<file path="src/rtl/psum_requant.sv">
// Accumulates NUM_GROUPS adder-tree partial sums, adds bias, rounds half-to-even and saturates to Q(FRAC_BITS).
// Latency: 2 cycles from the last group's sum_valid to q_valid. Optional ReLU clamp under PSUM_REQUANT_RELU_EN.
// Backpressure: one-entry q_valid/q_ready register; a result arriving while it is full and not accepted is dropped and sets overrun.
module psum_requant #(
    parameter int BITSIZE    = 14,
    parameter int FRAC_BITS  = 7,
    parameter int NUM_GROUPS = 4
) (
    input  logic                 clk,
    input  logic                 rst,
    input  logic [BITSIZE+6:0]   sum_in,
    input  logic                 sum_valid,
    input  logic [BITSIZE-1:0]   bias,
    output logic [BITSIZE-1:0]   q_out,
    output logic                 q_valid,
    input  logic                 q_ready,
    output logic [6:0]           grp_cnt,
    output logic                 overrun
);
    localparam int ACC_W = BITSIZE + 15;
    localparam int IN_W  = BITSIZE + 7;

    localparam logic signed [ACC_W-1:0] SAT_MAX = ACC_W'(2 ** (BITSIZE - 1) - 1);
    localparam logic signed [ACC_W-1:0] SAT_MIN = ~SAT_MAX;

    logic signed [ACC_W-1:0] acc;
    logic signed [ACC_W-1:0] r_total;
    logic                    r_vld;

    logic signed [ACC_W-1:0] sum_ext;
    logic signed [ACC_W-1:0] bias_sh;
    logic signed [ACC_W-1:0] acc_base;
    logic                    last_grp;

    assign sum_ext  = {{(ACC_W - IN_W){sum_in[IN_W-1]}}, sum_in};
    assign bias_sh  = {{(ACC_W - BITSIZE - FRAC_BITS){bias[BITSIZE-1]}}, bias, {FRAC_BITS{1'b0}}};
    assign acc_base = (grp_cnt == 7'd0) ? '0 : acc;
    assign last_grp = (grp_cnt == 7'(NUM_GROUPS - 1));

    // Accumulate; the closing group hands the biased total to stage R and clears
    // the accumulator in the same cycle so the next pixel can start immediately.
    always_ff @(posedge clk) begin
        if (rst) begin
            acc     <= '0;
            grp_cnt <= '0;
            r_total <= '0;
            r_vld   <= 1'b0;
        end else begin
            r_vld <= 1'b0;
            if (sum_valid) begin
                if (last_grp) begin
                    r_total <= acc_base + sum_ext + bias_sh;
                    r_vld   <= 1'b1;
                    acc     <= '0;
                    grp_cnt <= '0;
                end else begin
                    acc     <= acc_base + sum_ext;
                    grp_cnt <= grp_cnt + 7'd1;
                end
            end
        end
    end

    logic signed [ACC_W-1:0] trunc;
    logic signed [ACC_W-1:0] rounded;
    logic                    round_bit;
    logic                    sticky;
    logic                    round_up;
    logic [BITSIZE-1:0]      sat_val;
    logic [BITSIZE-1:0]      res_val;

    assign trunc     = r_total >>> FRAC_BITS;
    assign round_bit = r_total[FRAC_BITS-1];
    assign sticky    = |r_total[FRAC_BITS-2:0];
    assign round_up  = round_bit && (sticky || trunc[0]);
    assign rounded   = trunc + $signed({{(ACC_W - 1){1'b0}}, round_up});

    always_comb begin
        sat_val = rounded[BITSIZE-1:0];
        if (rounded > SAT_MAX) begin
            sat_val = SAT_MAX[BITSIZE-1:0];
        end else if (rounded < SAT_MIN) begin
            sat_val = SAT_MIN[BITSIZE-1:0];
        end
    end

`ifdef PSUM_REQUANT_RELU_EN
    assign res_val = sat_val[BITSIZE-1] ? '0 : sat_val;
`else
    assign res_val = sat_val;
`endif

    always_ff @(posedge clk) begin
        if (rst) begin
            q_out   <= '0;
            q_valid <= 1'b0;
            overrun <= 1'b0;
        end else begin
            if (r_vld) begin
                if (!q_valid || q_ready) begin
                    q_out   <= res_val;
                    q_valid <= 1'b1;
                end else begin
                    overrun <= 1'b1;
                end
            end else if (q_valid && q_ready) begin
                q_valid <= 1'b0;
            end
        end
    end
endmodule

</file>
<file path="config.mk">
export PLATFORM = sky130hd
export DESIGN_NAME = psum_requant
export DESIGN_NICKNAME = d
export VERILOG_FILES = /design/src/rtl/psum_requant.sv
export SDC_FILE = /design/constraint.sdc
export NUM_CORES = 1
export LEC_CHECK = 0
export CAP_MARGIN = 5
export CORE_MARGIN = 4
export CORE_UTILIZATION = 63
export DETAILED_ROUTE_END_ITERATION = 7
export GPL_TIMING_DRIVEN = 0
export PLACE_DENSITY_LB_ADDON = 0.1
export SYNTH_ARGS = -nofsm -noshare
export SYNTH_HDL_FRONTEND = slang
export SYNTH_SLANG_ARGS = --single-unit
</file>
<file path="constraint.sdc">
create_clock -name clk -period 12.15 [get_ports clk]
set_input_delay 2.43 -clock clk [delete_from_list [all_inputs] [get_ports clk]]
set_output_delay 2.43 -clock clk [all_outputs]
set_load 0.01 [all_outputs]
</file>
==> results.cfg <==
[status]
outcome = finished, final reports clean

[synthesis]
synth-compound-area-share_pct = 21.6
synth_area_um2 = 6190
synth_area_leader_cell = dfxtp_1
synth_area_per_cell_um2 = 7.89
synth_seq_cells = 82
synthArstFlopShare_pct = 0
synth_xor_area_share_pct = 8.61
seq_area_frac_synth_pct = 26.5
synth.mux.area_fraction_pct = 1.13
synth_area_leaders = dfxtp_1, ha_1, a21oi_1
yosys.area_share.adder_pct = 11.8
synthCells = 785
synth_cell_type_count = 65
yosys.area_share.simple_pct = 27.3
yosysWarnings = 0
synthFlopType = dfxtp_1
synth_edf_count = 0
synth_nets = 881
synth_top_area_share_pct = 26.5
synth_top_family_by_area = simple AND/OR/NAND/NOR gates

[die]
io_pins = 62
core_um2 = 9420
fp.dieH_um = 107
start_util_pct = 65.8
die_w_um = 107
fp-row-count = 35
dieArea_um2 = 11500

[global_routing]
overflow = 0
grt_max_degree = 13
grt_pass1_wl_um = 25500
grt.total_usage_pct = 27.3
antenna_found_initial = 0
first_global_vias = 5577

[sta]
finalSetupTns_ns = 0
fmax_mhz = 143
holdWs_ns = 0.466
finalSetupViolCount = 0
fin_crit_ns = 7.01
drv_slew = 0
finalCritPeriodShare_pct = 57.7
tightest_slew_ns = 0.655
fin_skew_ns = 0.0104
finalHoldViolations = 0
maxSlewHeadroom_pct = 56.3
rsz0062_at_grt = no

[route]
postRouteAntennaNets = 0
routed_wl_um = 15500
num_vias = 5888
avgViaCountPerCell = 5.97
wire_per_inst_um = 15.7
dr.pass1.iters = 5
drc = 0
drt_iter0_drc = 359

[power]
switching_share_pct = 33.4
peakVddDrop_uv = 74.8
p_clk_share_pct = 27.0
pwr-share-comb_pct = 32.6
power.switching_w = 0.000236
seq_power_share_pct = 40.4
power.leakage_nw = 2.89
intPower_w = 0.000471
p_per_area_nw_per_um2 = 99.3

[final_layout]
seqCellArea_um2 = 1640
multi_input_area_um2 = 4360
area_growth_pct = 14.9
final_cell_mix = a21oi_1, dfxtp_1, nor2_1, nand2_1, clkdlybuf4s50_1
final_layout_size_suffix_gt1_share_pct = 5.48
diodes = 0
layout.nets = 951
final_common_cell = a21oi_1
fillers = 718

[clocking]
clkSinkCount = 82
cts_hold_buf = 0
cts_tree = yes
cts-root-buf = clkbuf_8
cts-resized-gates = 0
cts_setup_buffers = 0
clkTransAtPathRegs_ns = 0.08
clk_path_buf_depth = 2
clkLatencyLatePin_ns = 0.35
cts_buffers = 9
h-tree-depth = 3

[critical_path]
r2r_cells = 27
cp.arrival_ns = 7.26
r2r_setup_slack_ns = 5.72
cp_max_fo = 5
cp-start-kind = input port
cp-end-kind = register
crit_type = in2reg
required_ns = 12.40

[worst_hold_path]
hold_path_class = reg2reg
holdPathStages = 2

[job]
maxCapViolations = 0

[placement]
io_buffers = 59
gp_congestion = 0.933
place_hpwl_um = 12200
-- per-stage QoR --
| stage | setup WS [ns] | instances | power [W] | util, % | cell area [um^2] |
|---|---|---|---|---|---|
| 2_1_floorplan | 5.87 | 785 | 0.000457 | - | 6190 |
| 3_3_place_gp | 4.90 | 973 | 0.000510 | 73.8 | 6950 |
| 3_5_place_dp | 4.86 | 973 | 0.000517 | 73.8 | 6950 |
| 4_1_cts | 5.22 | 987 | 0.000701 | 75.6 | 7120 |
| 5_1_grt | 4.76 | 987 | 0.000744 | 75.6 | 7120 |
| 6_report | 5.14 | 987 | 0.000707 | 75.6 | 7120 |
-- synth_stat cells (2+ instances only) --
cell type	count
nor3_1	12
a22o_1	2
nor2b_1	26
or3_1	2
o21a_1	5
inv_1	19
a21boi_0	2
nand3_1	23
nor2_1	78
dfxtp_1	82
clkbuf_1	27
ha_1	55
nand2b_1	14
o31ai_1	4
o211ai_1	3
o311ai_1	2
and2_1	39
mux2i_1	7
a211oi_1	5
fa_1	2
o21ai_0	29
and4_1	2
a21oi_1	89
o21ai_1	9
nor3b_1	3
nand4_1	10
a21o_1	21
or4_1	2
a31oi_1	9
nand2b_4	10
o2111ai_1	2
nor4_1	4
nand2_1	69
and3_1	7
a21oi_2	11
xnor2_1	39
nand3b_1	3
o21bai_1	8
xor2_1	20
o221ai_1	3
a31o_1	2
-- worst max-delay path, cell delays in order --
cell and delay (ns):
clkdlybuf4s50_1 0.43, ha_1 0.24, fa_1 0.41, a21oi_1 0.27, nor2_1 0.08, nor3b_1 0.38, o31ai_1 0.11, a21oi_1 0.23
o21bai_1 0.09, a21oi_1 0.17, xnor2_1 0.14, ha_1 0.40, and2_1 0.18, nand4_1 0.11, nand4bb_1 0.35, a211o_1 0.38
a31oi_1 0.22, o21ai_1 0.08, nand2b_1 0.08, xnor2_1 0.14, xnor2_1 0.10, a22o_1 0.21
-- path summary, 6_finish.rpt --
path                      startpoint                        to
min          r_total[4]$_SDFFE_PP0P_   r_total[4]$_SDFFE_PP0P_
min reg2reg  r_total[4]$_SDFFE_PP0P_   r_total[4]$_SDFFE_PP0P_
max reg2reg  grp_cnt[2]$_SDFFE_PP0P_  r_total[28]$_SDFFE_PP0P_
max                        sum_in[0]  r_total[28]$_SDFFE_PP0P_
-- layer usage --
layer | global-route usage, % | wire length, um | up-vias
met3 | 4.46 | 900 | 33
li1 | - | - | 2904
met2 | 48.0 | 7530 | 187
met5 | 0 | 0 | -
met1 | 34.0 | 6750 | 2764
met4 | 8.40 | 353 | 0
-- registers in the layout, summed over array words and instances, names as in the netlist --
name,count
r_total,29
q_out,14
r_vld,1
acc,29
grp_cnt,7
overrun,1
q_valid,1
-- final cells by class --
type | instances | share of cell area, %
plain buffers | 30 | 1.71
clock buffers | 10 | 1.79
clock inverters | 4 | 0.633
inverters | 19 | 1.00
multi-input cells | 654 | 61.2
flip-flops and latches | 82 | 23.1
well taps | 129 | 2.27
repair buffers | 59 | 8.30
-- kinds of logic (layout without fill, tap and decap cells) --
kind of cell / count (synthesis) / in the layout
compound gates: 215 / 215
xor+xnor: 60 / 60
fa+ha+maj: 57 / 57
buf+inv: 49 / 122
flops: 82 / 82
mux: 7 / 7
simple gates: 315 / 315
-- power groups by stage --
| stage | sequential (W) | combinational (W) | clock (W) |
|---|---|---|---|
| final | 0.000286 | 0.000231 | 0.000191 |
| after global routing | 0.000287 | 0.000255 | 0.000202 |
| after CTS | 0.000285 | 0.000226 | 0.000190 |
| after detailed placement | 0.000292 | 0.000225 | 0 |
| after global placement | 0.000291 | 0.000220 | 0 |
| after floorplan | 0.000290 | 0.000166 | 0 |
(Power assumes the default switching activity.)
